**src/rtl/fb_write_sched.sv**
```systemverilog
// Framebuffer write-port scheduler: full-screen clear after reset or on request,
// then round-robin sharing of the write port between the brush and host requesters.
module fb_write_sched #(
  parameter int                 WIDTH       = 640,
  parameter int                 HEIGHT      = 480,
  parameter int                 ADDR_W      = 20,
  parameter int                 DATA_W      = 9,
  parameter logic [DATA_W-1:0]  RESET_COLOR = 9'h1FF
) (
  input  logic              clk,
  input  logic              reset,
  input  logic              clear_req,
  input  logic [DATA_W-1:0] clear_color,
  input  logic              brush_valid,
  output logic              brush_ready,
  input  logic [ADDR_W-1:0] brush_addr,
  input  logic [DATA_W-1:0] brush_data,
  input  logic              host_valid,
  output logic              host_ready,
  input  logic [ADDR_W-1:0] host_addr,
  input  logic [DATA_W-1:0] host_data,
  output logic              mem_we,
  output logic [ADDR_W-1:0] mem_addr,
  output logic [DATA_W-1:0] mem_data,
  output logic              clear_busy,
  output logic              initialized,
  output logic              addr_err
);

  localparam int                PIXELS    = WIDTH * HEIGHT;
  localparam logic [ADDR_W-1:0] PIX_END   = ADDR_W'(PIXELS);
  localparam logic [ADDR_W-1:0] LAST_ADDR = ADDR_W'(PIXELS - 1);

  localparam logic [0:0] ST_CLEAR = 1'b0;
  localparam logic [0:0] ST_ARB   = 1'b1;

  localparam logic LAST_BRUSH = 1'b0;
  localparam logic LAST_HOST  = 1'b1;

  logic [0:0]        state_q, state_d;
  logic [ADDR_W-1:0] count_q, count_d;
  logic [DATA_W-1:0] color_q, color_d;
  logic              last_q, last_d;
  logic              we_q, we_d;
  logic [ADDR_W-1:0] addr_q, addr_d;
  logic [DATA_W-1:0] data_q, data_d;
  logic              init_q, init_d;
  logic              err_q, err_d;
  logic              brush_rdy, host_rdy;
  logic              brush_xfer, host_xfer;

  function automatic logic in_range(input logic [ADDR_W-1:0] a);
    return a < PIX_END;
  endfunction

  // A pending clear request pre-empts both requesters for its whole cycle.
  always_comb begin
    brush_rdy = 1'b0;
    host_rdy  = 1'b0;
    if (state_q == ST_ARB && !clear_req) begin
      brush_rdy = brush_valid && (!host_valid || last_q == LAST_HOST);
      host_rdy  = host_valid && (!brush_valid || last_q == LAST_BRUSH);
    end
  end

  assign brush_xfer = brush_valid & brush_rdy;
  assign host_xfer  = host_valid & host_rdy;

  always_comb begin
    state_d = state_q;
    count_d = count_q;
    color_d = color_q;
    last_d  = last_q;
    we_d    = 1'b0;
    addr_d  = addr_q;
    data_d  = data_q;
    init_d  = init_q;
    err_d   = err_q;
    if (state_q == ST_CLEAR) begin
      we_d   = 1'b1;
      addr_d = count_q;
      data_d = color_q;
      if (count_q == LAST_ADDR) begin
        state_d = ST_ARB;
        count_d = '0;
        init_d  = 1'b1;
      end else begin
        count_d = count_q + ADDR_W'(1);
      end
    end else if (clear_req) begin
      state_d = ST_CLEAR;
      count_d = '0;
      color_d = clear_color;
    end else if (brush_xfer) begin
      last_d = LAST_BRUSH;
      if (in_range(brush_addr)) begin
        we_d   = 1'b1;
        addr_d = brush_addr;
        data_d = brush_data;
      end else begin
        err_d = 1'b1;
      end
    end else if (host_xfer) begin
      last_d = LAST_HOST;
      if (in_range(host_addr)) begin
        we_d   = 1'b1;
        addr_d = host_addr;
        data_d = host_data;
      end else begin
        err_d = 1'b1;
      end
    end
  end

  // Registered write port: one cycle from handshake to RAM write.
  always_ff @(posedge clk) begin
    if (reset) begin
      state_q <= ST_CLEAR;
      count_q <= '0;
      color_q <= RESET_COLOR;
      last_q  <= LAST_HOST;
      we_q    <= 1'b0;
      addr_q  <= '0;
      data_q  <= '0;
      init_q  <= 1'b0;
      err_q   <= 1'b0;
    end else begin
      state_q <= state_d;
      count_q <= count_d;
      color_q <= color_d;
      last_q  <= last_d;
      we_q    <= we_d;
      addr_q  <= addr_d;
      data_q  <= data_d;
      init_q  <= init_d;
      err_q   <= err_d;
    end
  end

  assign brush_ready = brush_rdy;
  assign host_ready  = host_rdy;
  assign mem_we      = we_q;
  assign mem_addr    = addr_q;
  assign mem_data    = data_q;
  assign clear_busy  = (state_q == ST_CLEAR);
  assign initialized = init_q;
  assign addr_err    = err_q;

endmodule

```
**config.mk**
```make
export PLATFORM = sky130hd
export DESIGN_NAME = fb_write_sched
export DESIGN_NICKNAME = d
export VERILOG_FILES = /design/src/rtl/fb_write_sched.sv
export SDC_FILE = /design/constraint.sdc
export NUM_CORES = 1
export LEC_CHECK = 0
export BUFFER_PORTS_ARGS = -buffer_cell sky130_fd_sc_hd__buf_2
export CORE_ASPECT_RATIO = 0.9
export CORE_UTILIZATION = 45
export DETAILED_ROUTE_END_ITERATION = 10
export GPL_TIMING_DRIVEN = 0
export PLACE_DENSITY_LB_ADDON = 0.3
export SLEW_MARGIN = 10
export SYNTH_ARGS = -nofsm -noshare
export SYNTH_HDL_FRONTEND = slang
export SYNTH_SLANG_ARGS = --single-unit
export TNS_END_PERCENT = 30
```
**constraint.sdc**
```tcl
create_clock -name clk -period 2.63 [get_ports clk]
set_input_delay 0.789 -clock clk [delete_from_list [all_inputs] [get_ports clk]]
set_output_delay 0.789 -clock clk [all_outputs]
set_load 0.005 [all_outputs]
```
==> out/metrics.cfg <==
[synthesis]
synth_top_family_by_area=compound AO/OA/AOI/OAI gates
synth-xor-area-share_pct=0.547
synthesis.nets=483
synthSimpleGateAreaFrac_pct=26.8
synth_flop_cell=dfxtp_1
synth_area_per_cell_um2=7.82
yosysWarnings=0
syn_inst=410
synth_cell_types=46
yosys_register_bits=63
synthMuxAreaShare_pct=0.625
synth_edf_count=0
synth_async_sr_flop_share_pct=0
synth_compound_area_share_pct=27.3
syn_area_mm2=0.00320
seq_area_frac_synth_pct=39.4
synth_fa_ha_area_share_pct=0.390

[floorplanning]
die_area_mm2=0.00746
ios=107
core_mm2=0.00673
dieHeight_um=82.1
start_util_pct=47.6
die_w_um=91.0
fp-row-count=28

[detailed_routing]
post_drt_wl_per_cell_um=15.1
dr_total_vias=3512
firstDrtPassIters=5
drtIter0Drc=217
detail-route-antenna-nets=0
viasPerCell=5.66
wl_mm=9.38
drc=0

[place]
dp_slack_ps=-240
dpl_cell_area_mm2=0.00384
place.gp.congestion=0.848
hpwl_mm=6.73
port_buffers=105

[timing]
tightest_slew_ps=932
setup_violations=0
timing.setup.tns_ps=0
hold_slack_ps=450
fin_skew_ps=9.23
rsz0062_at_grt=false
setup_slack_ps=92.4
hold_viol=0
min_period_ps=2540
max_freq_mhz=394
finalMaxSlewViolations=0
fin_crit_sh_pct=96.5
relSlewSlack_pct=37.3

[setup_path]
crit_path_cell_trace=buf_2 > nor2b_1 > clkbuf_4 > nand3_2 > inv_1 > buf_6 > buf_2
critPathMostFrequentCell=buf_2
critPathTopFamily=buffers and inverters
critPathArrivalTime_ps=1750
path_class=input pin to output pin
max_stage_delay_ps=190
crit_fanout=10
required_ps=1840
crit_cells=7
start_kind=input pin
crit_path_end_kind=output pin
r2r_cells=7
path_buf_inv=5
cp_slowest_cell=clkbuf_4

[global_routing]
antenna_found_initial=0
groute.usage.overall_pct=26.1
grt_pass1_wl_mm=15.3
grt_pass1_vias=3288
grt_max_degree=11
grt_overflow=0

[pwr]
powerDensity_mw_per_mm2=480
leakage_nw=1.72
vdd_ir_drop_max_mv=0.367

[clock_network]
clock_path_buffers=2
cts_post_setup_buffers_inserted=0
ctsResizeCount=3
hold_buffers=0
cts_inserted_buffers=9
h-tree-depth=3
clock-root-buffer=clkbuf_8
cts_tree=done
clk_latency_ps=350
clk_pin_slew_ps=60
clock-sinks=63

[worst_hold_path]
hold_path_depth=2
min_path_type=register to register

[layout]
nets=599
area_delta_synth_final_pct=25.9
n_antenna_cell=0
final_util_pct=60.0
fin_area_mm2=0.00403
drive_gt1_share_pct=26.6

[run]
max_cap_viol_count=0

[status]
status=finished clean

[cells in the final DEF, fill, tap and decap left out, types with 3 or more instances in the layout]
master    synthesis  final
a211o_1          10     10
nor2_1           44     44
o21ai_0           8      8
nand2_1          97     97
a311oi_1          3      3
clkbuf_8          0     11
a31oi_1           7      7
a21o_1            7      7
and3_1           12     12
buf_2             9    113
inv_1             3      3
nand3b_1          3      3
nand2b_1          4      4
dfxtp_1          63     63
clkbuf_1         20     21
nand4_1           5      5
a41oi_1           3      3
a22o_1            3      3
a21oi_1          40     40
nand3_1           8      7
a311o_1          27     27
[path summary, 6_finish.rpt]
| path | end | from | slack, ps |
|---|---|---|---|
| max | brush_ready | clear_req | 90 |
| min | mem_addr[12]$_SDFFE_PP0P_ | mem_addr[12]$_SDFFE_PP0P_ | 450 |
| max reg2reg | count_q[13]$_SDFFE_PP0P_ | count_q[0]$_SDFFE_PP0P_ | 290 |
| min reg2reg | mem_addr[12]$_SDFFE_PP0P_ | mem_addr[12]$_SDFFE_PP0P_ | 450 |
[layout make-up]
cell class / instances / area, µm²
multi-input cells: 311 / 1790
plain buffers: 32 / 156
inverters: 4 / 15.0
well taps: 90 / 113
flip-flops and latches: 63 / 1260
clock inverters: 3 / 17.5
fillers: 631 / 2690
clock buffers: 13 / 159
repair buffers: 105 / 526
[per-stage QoR]
step,std cells,power (mW)
finish,621,1.93
global route,621,2.01
CTS,621,1.94
detailed placement,605,1.18
global placement,605,1.17
floorplan,410,1.09
[synthesized netlist by cell type, types with 2 or more instances]
cell type  number  area share [%]
nand2_1        97              11
dfxtp_1        63              39
nor2_1         44             5.2
a21oi_1        40             6.2
a311o_1        27             8.4
clkbuf_1       20             2.3
and3_1         12             2.3
a211o_1        10             2.7
buf_2           9             1.4
nand3_1         8             1.2
o21ai_0         8             1.2
a21o_1          7             1.6
a31oi_1         7             1.4
nand4_1         5            0.98
nand2b_1        4            0.78
a22o_1          3            0.82
a311oi_1        3            0.82
a41oi_1         3            0.82
inv_1           3            0.35
nand3b_1        3            0.70
a22oi_1         2            0.47
buf_4           2            0.47
mux2i_1         2            0.62
nor3b_1         2            0.47
nor4_1          2            0.39
nor4_4          2             1.3
o21a_1          2            0.47
xnor2_1         2            0.55
[report_power, final]
part           internal, mW  leakage [nW]  total, mW  switching [mW]
sequential            0.977         0.513      0.999          0.0221
combinational        0.0829          1.12      0.160          0.0768
clock                 0.391        0.0894      0.775           0.384
total                  1.45          1.72       1.93           0.483
[sequential cells by signal, indices dropped and copies added, names as in the netlist]
signal and flops:
addr_err 1, color_q 9, count_q 20, initialized 1, last_q 1, mem_addr 20
mem_data 9, mem_we 1, state_q 1
[logic make-up (layout without fill, tap and decap cells)]
family                     after synthesis  in the layout
buffers and inverters                   36            157
adders and majority gates                1              1
and+or+nand+nor                        187            187
AOI/OAI and AO/OA                      119            119
DFF                                     63             63
muxes                                    2              2
xor gates and xnor gates                 2              2
[metal layers]
metal | track usage, % | share of wire, %
met2 | 44.9 | 48
met1 | 31.3 | 45
met5 | 0 | 0
met4 | 9.21 | 1.6
met3 | 7.96 | 5.7
[worst reg2reg max path: cells and delay by family, from the launching register on]
kind	cells	cell delay, ps
compound gates	3	560
simple gates	2	810
buf+inv	1	200
flops	1	440
fa+ha+maj	1	230
Note: power is estimated with default switching activity, not from simulation.
